**src/rtl/mips_core_pkg.sv**
```systemverilog
// mips_core_pkg: shared widths and the issue-queue entry record.
// The issue queue stores one iq_entry_t per slot; its field widths are the
// defaults of the generic_issue_queue parameters.
package mips_core_pkg;

    localparam int unsigned IQ_PREG_IDX  = 6;
    localparam int unsigned IQ_AL_IDX    = 6;
    localparam int unsigned IQ_BR_NUM    = 4;
    localparam int unsigned IQ_PAYLOAD_W = 64;

    typedef struct packed {
        logic [IQ_PREG_IDX-1:0]  src1;
        logic [IQ_PREG_IDX-1:0]  src2;
        logic                    src1_rdy;
        logic                    src2_rdy;
        logic [IQ_AL_IDX-1:0]    al_id;
        logic [IQ_BR_NUM-1:0]    br_mask;
        logic [IQ_PAYLOAD_W-1:0] payload;
    } iq_entry_t;

endpackage

```
**src/rtl/iq_age_matrix.sv**
```systemverilog
// iq_age_matrix: relative-age tracking for the issue queue.
//   clk, rst : clock, synchronous active-high reset
//   valid    : entries currently holding an op
//   alloc    : entries written with a new op this cycle
//   free     : entries leaving this cycle (issue or squash)
//   req      : eligible entries
//   grant    : one-hot oldest eligible entry
// older_q[i][j] = 1 means entry j is older than entry i.
module iq_age_matrix #(
    parameter int unsigned DEPTH = 8
) (
    input  logic             clk,
    input  logic             rst,
    input  logic [DEPTH-1:0] valid,
    input  logic [DEPTH-1:0] alloc,
    input  logic [DEPTH-1:0] free,
    input  logic [DEPTH-1:0] req,
    output logic [DEPTH-1:0] grant
);

    logic [DEPTH-1:0] older_q [DEPTH];
    logic [DEPTH-1:0] older_d [DEPTH];

    // Columns of freed and re-allocated entries are cleared so stale bits
    // never make a newly written entry look older than a survivor.
    // Within one group, lower entry index comes from the lower slot.
    always_comb begin
        for (int unsigned i = 0; i < DEPTH; i++) begin
            older_d[i] = older_q[i] & ~(free | alloc);
            if (alloc[i]) begin
                older_d[i] = valid & ~free;
                for (int unsigned j = 0; j < i; j++) begin
                    if (alloc[j]) older_d[i][j] = 1'b1;
                end
            end
        end
    end

    always_ff @(posedge clk) begin
        for (int unsigned i = 0; i < DEPTH; i++) begin
            if (rst) older_q[i] <= '0;
            else     older_q[i] <= older_d[i];
        end
    end

    always_comb begin
        for (int unsigned i = 0; i < DEPTH; i++) begin
            grant[i] = req[i] && ((older_q[i] & req) == '0);
        end
    end

endmodule

```
**src/rtl/priority_encoder.sv**
```systemverilog
// priority_encoder: one-hot grant of the lowest-index set request bit.
//   req : request vector
//   gnt : one-hot grant (all zero when no request)
module priority_encoder #(
    parameter int unsigned WIDTH = 8
) (
    input  logic [WIDTH-1:0] req,
    output logic [WIDTH-1:0] gnt
);

    always_comb begin
        gnt = '0;
        for (int unsigned i = 0; i < WIDTH; i++) begin
            if (req[i] && (gnt == '0)) gnt[i] = 1'b1;
        end
    end

endmodule

```
**src/rtl/generic_issue_queue.sv**
```systemverilog
// generic_issue_queue: out-of-order issue queue with wakeup, oldest-first
// select, issue lock and branch-mask squash.
//   clk, rst            : clock, synchronous active-high reset
//   disp_*              : DISP_W-wide dispatch group, disp_ready = room for it
//   wb_valid, wb_preg   : wakeup tag broadcast
//   iss_*               : issue port (valid/ready handshake)
//   br_valid/tag/mispr. : branch resolution (clear or squash by mask bit)
//   occupancy           : number of valid entries
module generic_issue_queue
    import mips_core_pkg::*;
#(
    parameter int unsigned DEPTH     = 8,
    parameter int unsigned DISP_W    = 2,
    parameter int unsigned WB_PORTS  = 2,
    parameter int unsigned PREG_IDX  = IQ_PREG_IDX,
    parameter int unsigned AL_IDX    = IQ_AL_IDX,
    parameter int unsigned BR_NUM    = IQ_BR_NUM,
    parameter int unsigned PAYLOAD_W = IQ_PAYLOAD_W
) (
    input  logic                          clk,
    input  logic                          rst,
    input  logic [DISP_W-1:0]             disp_valid,
    input  logic [DISP_W*PREG_IDX-1:0]    disp_src1,
    input  logic [DISP_W*PREG_IDX-1:0]    disp_src2,
    input  logic [DISP_W-1:0]             disp_src1_rdy,
    input  logic [DISP_W-1:0]             disp_src2_rdy,
    input  logic [DISP_W*AL_IDX-1:0]      disp_al_id,
    input  logic [DISP_W*BR_NUM-1:0]      disp_br_mask,
    input  logic [DISP_W*PAYLOAD_W-1:0]   disp_payload,
    output logic                          disp_ready,
    input  logic [WB_PORTS-1:0]           wb_valid,
    input  logic [WB_PORTS*PREG_IDX-1:0]  wb_preg,
    output logic                          iss_valid,
    input  logic                          iss_ready,
    output logic [PREG_IDX-1:0]           iss_src1,
    output logic [PREG_IDX-1:0]           iss_src2,
    output logic [AL_IDX-1:0]             iss_al_id,
    output logic [BR_NUM-1:0]             iss_br_mask,
    output logic [PAYLOAD_W-1:0]          iss_payload,
    input  logic                          br_valid,
    input  logic [$clog2(BR_NUM)-1:0]     br_tag,
    input  logic                          br_mispredict,
    output logic [$clog2(DEPTH+1)-1:0]    occupancy
);

    localparam int unsigned OCC_W = $clog2(DEPTH + 1);

    logic [DEPTH-1:0] valid_q, valid_d;
    iq_entry_t        entry_q [DEPTH];
    iq_entry_t        entry_d [DEPTH];
    logic             lock_q;
    logic [DEPTH-1:0] lock_sel_q;

    logic [DEPTH-1:0] eligible, grant, sel, squash_vec, free_vec, written;
    logic [DISP_W-1:0]            slot_take;
    logic [DISP_W-1:0][DEPTH-1:0] alloc_oh;
    logic [DISP_W-1:0][DEPTH-1:0] write_oh;
    iq_entry_t        new_entry [DISP_W];
    iq_entry_t        picked;
    logic             sel_any, fire;

    function automatic logic wb_hit(input logic [PREG_IDX-1:0] tag,
                                    input logic [WB_PORTS-1:0] wv,
                                    input logic [WB_PORTS*PREG_IDX-1:0] wp);
        logic hit;
        hit = 1'b0;
        for (int unsigned p = 0; p < WB_PORTS; p++) begin
            if (wv[p] && (wp[p*PREG_IDX +: PREG_IDX] == tag)) hit = 1'b1;
        end
        return hit;
    endfunction

    always_comb begin
        occupancy = '0;
        for (int unsigned i = 0; i < DEPTH; i++) begin
            occupancy = occupancy + OCC_W'(valid_q[i]);
        end
    end

    assign disp_ready = (32'(occupancy) + DISP_W) <= DEPTH;

    always_comb begin
        for (int unsigned k = 0; k < DISP_W; k++) begin
            slot_take[k] = disp_ready && disp_valid[k];
        end
    end

    // Lowest free entries, slot 0 first; an invalid slot consumes nothing.
    for (genvar k = 0; k < DISP_W; k++) begin : g_alloc
        logic [DEPTH-1:0] avail;
        logic [DEPTH-1:0] gnt;
        if (k == 0) begin : g_head
            assign avail = ~valid_q;
        end else begin : g_tail
            assign avail = g_alloc[k-1].avail & ~(slot_take[k-1] ? g_alloc[k-1].gnt : '0);
        end
        priority_encoder #(.WIDTH(DEPTH)) u_pe (.req(avail), .gnt(gnt));
        assign alloc_oh[k] = gnt;
    end

    always_comb begin
        written = '0;
        for (int unsigned k = 0; k < DISP_W; k++) begin
            logic [BR_NUM-1:0] m;
            m = disp_br_mask[k*BR_NUM +: BR_NUM];
            new_entry[k].src1     = disp_src1[k*PREG_IDX +: PREG_IDX];
            new_entry[k].src2     = disp_src2[k*PREG_IDX +: PREG_IDX];
            new_entry[k].src1_rdy = disp_src1_rdy[k] ||
                                    wb_hit(disp_src1[k*PREG_IDX +: PREG_IDX], wb_valid, wb_preg);
            new_entry[k].src2_rdy = disp_src2_rdy[k] ||
                                    wb_hit(disp_src2[k*PREG_IDX +: PREG_IDX], wb_valid, wb_preg);
            new_entry[k].al_id    = disp_al_id[k*AL_IDX +: AL_IDX];
            new_entry[k].payload  = disp_payload[k*PAYLOAD_W +: PAYLOAD_W];
            new_entry[k].br_mask  = m;
            if (br_valid && !br_mispredict) new_entry[k].br_mask[br_tag] = 1'b0;
            // A dispatching op on the mispredicted path is accepted but dropped.
            write_oh[k] = (slot_take[k] && !(br_valid && br_mispredict && m[br_tag]))
                          ? alloc_oh[k] : '0;
            written = written | write_oh[k];
        end
    end

    always_comb begin
        for (int unsigned i = 0; i < DEPTH; i++) begin
            eligible[i]   = valid_q[i] && entry_q[i].src1_rdy && entry_q[i].src2_rdy;
            squash_vec[i] = valid_q[i] && br_valid && br_mispredict && entry_q[i].br_mask[br_tag];
        end
    end

    iq_age_matrix #(.DEPTH(DEPTH)) u_age (
        .clk   (clk),
        .rst   (rst),
        .valid (valid_q),
        .alloc (written),
        .free  (free_vec),
        .req   (eligible),
        .grant (grant)
    );

    assign sel = lock_q ? lock_sel_q : grant;

    always_comb begin
        picked  = '0;
        sel_any = 1'b0;
        for (int unsigned i = 0; i < DEPTH; i++) begin
            if (sel[i]) begin
                picked  = entry_q[i];
                sel_any = 1'b1;
            end
        end
    end

    // A squash hitting the selected op pulls iss_valid down in the same cycle.
    assign iss_valid   = sel_any && !(br_valid && br_mispredict && picked.br_mask[br_tag]);
    assign iss_src1    = picked.src1;
    assign iss_src2    = picked.src2;
    assign iss_al_id   = picked.al_id;
    assign iss_br_mask = picked.br_mask;
    assign iss_payload = picked.payload;

    assign fire     = iss_valid && iss_ready;
    assign free_vec = (fire ? sel : '0) | squash_vec;

    always_comb begin
        for (int unsigned i = 0; i < DEPTH; i++) begin
            entry_d[i] = entry_q[i];
            if (wb_hit(entry_q[i].src1, wb_valid, wb_preg)) entry_d[i].src1_rdy = 1'b1;
            if (wb_hit(entry_q[i].src2, wb_valid, wb_preg)) entry_d[i].src2_rdy = 1'b1;
            if (br_valid && !br_mispredict) entry_d[i].br_mask[br_tag] = 1'b0;
        end
        valid_d = valid_q & ~free_vec;
        for (int unsigned k = 0; k < DISP_W; k++) begin
            for (int unsigned i = 0; i < DEPTH; i++) begin
                if (write_oh[k][i]) begin
                    entry_d[i] = new_entry[k];
                    valid_d[i] = 1'b1;
                end
            end
        end
    end

    always_ff @(posedge clk) begin
        if (rst) begin
            valid_q    <= '0;
            lock_q     <= 1'b0;
            lock_sel_q <= '0;
            for (int unsigned i = 0; i < DEPTH; i++) entry_q[i] <= '0;
        end else begin
            valid_q    <= valid_d;
            lock_q     <= iss_valid && !iss_ready;
            lock_sel_q <= sel;
            for (int unsigned i = 0; i < DEPTH; i++) entry_q[i] <= entry_d[i];
        end
    end

endmodule

```
**config.mk**
```make
export PLATFORM = sky130hd
export DESIGN_NAME = generic_issue_queue
export DESIGN_NICKNAME = d
export VERILOG_FILES = /design/src/rtl/mips_core_pkg.sv /design/src/rtl/iq_age_matrix.sv /design/src/rtl/priority_encoder.sv /design/src/rtl/generic_issue_queue.sv
export SDC_FILE = /design/constraint.sdc
export NUM_CORES = 2
export LEC_CHECK = 0
export ABC_CLOCK_PERIOD_IN_PS = 5800
export CORE_MARGIN = 4
export CORE_UTILIZATION = 57
export DETAILED_ROUTE_END_ITERATION = 16
export PLACE_DENSITY = 0.77
export SETUP_SLACK_MARGIN = 0.4
export SYNTH_ARGS = -nofsm -noshare
export SYNTH_HDL_FRONTEND = slang
export SYNTH_SLANG_ARGS = --single-unit
export TNS_END_PERCENT = 10
```
**constraint.sdc**
```tcl
create_clock -name clk -period 5.8 [get_ports clk]
set_clock_uncertainty 0.1 [all_clocks]
set_input_delay 0.87 -clock clk [delete_from_list [all_inputs] [get_ports clk]]
set_output_delay 0.87 -clock clk [all_outputs]
set_load 0.05 [all_outputs]
```
==> results.sh <==
export IMPL_post_route_min_period_ps=5612
export IMPL_cap_violations=0
export IMPL_gp_congestion=0.9947
export IMPL_synth_enable_flop_cells=0
export IMPL_vias=45498
export IMPL_fin_crit_sh_pct=96.75
export IMPL_drc=0
export IMPL_cts_sinks=785
export IMPL_root_buffer="clkbuf_16"
export IMPL_synthTopCellsByArea="dfxtp_1 36%, mux2i_1 9.5%, nor2_1 8.1%"
export IMPL_fin_nets=5762
export IMPL_routedWlPerCell_um=25.27
export IMPL_relSlewSlack_pct=15.71
export IMPL_ys_seq_elements=785
export IMPL_regToRegSetupSlack_ps=250
export IMPL_rsz0062_at_grt="true"
export IMPL_cts_buffers=87
export IMPL_coreArea_um2=76330
export IMPL_cts_buffer_depth=3
export IMPL_grt_ovfl_total=0
export IMPL_grt_antenna_before_repair=8
export IMPL_yosys_area_top_type="dfxtp_1"
export IMPL_slew_viol_final=0
export IMPL_hold_viol=0
export IMPL_critical_path_class="flip-flop to output pin"
export IMPL_async_flop_share_pct=0
export IMPL_fin_ws_ps=188.3
export IMPL_postLayoutCellArea_um2=51730
export IMPL_die_w_um=286.4
export IMPL_ant_nets=0
export IMPL_clk_pin_slew_worst_paths_ps=60
export IMPL_grt_pass1_wl_mm=247.6
export IMPL_die_h_um=286.4
export IMPL_cp_data_required_time_ps=4830
export IMPL_clock_latency_ps=640
export IMPL_tightest_slew_ps=1260
export IMPL_hold_class="flip-flop to flip-flop"
export IMPL_portBuffers=290
export IMPL_h_tree_depth=3
export IMPL_dp_hpwl_mm=95.18
export IMPL_critPathLaunchType="flip-flop"
export IMPL_crit_path_max_fanout=33
export IMPL_preCtsSetupSlack_ps=-105.6
export IMPL_syn_nets=5880
export IMPL_final_common_cell="nor2_1"
export IMPL_pwr_density_cell_nw_per_um2=255.7
export IMPL_cts_tree="yes"
export IMPL_area_growth_syn_to_layout_pct=17.13
export IMPL_final_util_pct=67.78
export IMPL_arrival_ps=4640
export IMPL_netlist_instances=5671
export IMPL_yosysUniqueCellTypes=87
export IMPL_io_pins=291
export IMPL_synth_avg_cell_area_um2=7.789
export IMPL_fillers=6212
export IMPL_ir_drop_uv=180.2
export IMPL_synth_top_cell_area_share_pct=35.58
export IMPL_register_area_um2=15720
export IMPL_placed_cells=6442
export IMPL_drive_gt1_share_pct=8.643
export IMPL_setup_viol=0
export IMPL_placedInstanceArea_um2=47460
export IMPL_drtIter0Drc=6639
export IMPL_fmax_mhz=178.2
export IMPL_yosys_warnings=0
export IMPL_status="finished clean"
export IMPL_setup_worst_path_end_class="output pin"
export IMPL_gr_usage_all_layers_pct=37.44
export IMPL_multiInputGateArea_um2=26230
export IMPL_grt_max_degree=210
export IMPL_leakage_uw=0.02076
export IMPL_wl_mm=168.2
export IMPL_avgViaCountPerCell=6.835
export IMPL_final_cell_mix="935 x nor2_1, 897 x nand2_1, 784 x dfxtp_1"
export IMPL_synth_area_um2=44170
export IMPL_first_global_vias=42384
export IMPL_dr_pass1_iters=11
export IMPL_design_die_area_um2=82010
export IMPL_ys_seq_area_share_pct=35.58
export IMPL_num_rows=101
export IMPL_fin_cells=6657
export IMPL_initial_core_util_pct=57.87
export IMPL_ys_flop_type="dfxtp_1"
-- where the power goes --
part | switching (uW) | internal, uW | total (uW)
combinational | 1040 | 602 | 1650
sequential | 156 | 5610 | 5770
clock | 2370 | 3440 | 5810
total | 3570 | 9660 | 13200
-- flip-flops by register name (all words and copies together) (netlist names) --
signal         count
entry_q          704
lock_q             1
lock_sel_q         8
u_age.older_q     64
valid_q            8
-- what timing repair did --
item | CTS | global route
endpoints found under the setup margin | 359 | 797
pin swaps | 4 | 26
setup buffers | 2 | 31
hold buffers | 0 | 0
cloned | 4 | 15
resized for setup | 34 | 97
-- path summary, 6_finish.rpt --
| path | from | cells after the start | to |
|---|---|---|---|
| max reg2reg | valid_q[0] | 24 | entry_q[1][294] |
| max | valid_q[7] | 12 | iss_br_mask[2] |
| min reg2reg | u_age.older_q[1][22] | 2 | u_age.older_q[1][22] |
| min | u_age.older_q[1][22] | 2 | u_age.older_q[1][22] |
-- synthesized netlist by cell type, drive strengths merged (4+ instances only) --
master / n
o21a: 6
clkbuf: 508
a211oi: 266
o31a: 4
a221o: 11
and2: 21
inv: 24
a32oi: 4
nor2: 952
mux4: 9
or3: 9
nor3: 30
o2111a: 6
xor2: 121
o21ai: 113
nor4: 44
a2111oi: 7
o2111ai: 4
a21oi: 216
or4: 5
a21o: 4
dfxtp: 785
a2111o: 4
o221ai: 84
mux2i: 421
and3: 15
buf: 187
a32o: 31
nand3: 40
nand4b: 4
nand2: 900
fa: 4
nand2b: 8
ha: 6
a22oi: 161
a31oi: 24
o31ai: 7
nor2b: 5
xnor2: 120
nand4: 68
a311oi: 341
o211ai: 46
o22ai: 12
or2: 4
-- metrics by stage --
step	TNS (ps)	power, uW	hold WS, ps
6_report	0	13230	354.8
2_1_floorplan	0	6862	306.4
5_1_grt	0	13560	363.9
4_1_cts	0	13130	346.2
3_5_place_dp	-672.8	7415	337.4
3_3_place_gp	-684.4	7377	330.0
-- area by class of cell --
cell class | count | share of cell area [%]
diodes | 4 | 0.01935
inverters | 25 | 0.1814
well taps | 1030 | 2.491
repair buffers | 487 | 10.47
clock inverters | 27 | 0.6578
clock buffers | 132 | 5.098
flip-flops and latches | 785 | 30.38
multi-input cells | 4167 | 50.71
-- metal layers --
layer,global-route usage [%],wire [um]
met2,57.43,72860
met4,18.20,9057
met3,8.634,22100
met5,0,48
met1,49.88,64170
-- cells by family (layout without fill, tap and decap cells) --
kind of cell	Yosys count	after routing	synth area share [%]
and+or+nand+nor	2113	2113	19.48
buffers and inverters	720	671	6.493
adders and majority gates	10	10	0.3513
DFF	785	785	35.58
xor gates and xnor gates	241	241	4.779
muxes	431	431	10.02
other	0	4	0
AOI/OAI and AO/OA	1371	1372	23.29
-- critical path, stage by stage (launching register included) --
cell,delay (ps)
dfxtp_1,570
and3_2,440
a22oi_1,230
a32oi_4,500
buf_12,340
nand3_1,120
a21oi_1,260
nor3b_1,100
o21ai_0,150
a21boi_0,100
o21ai_0,200
buf_4,170
clkdlybuf4s50_1,810
(Power assumes the default switching activity.)
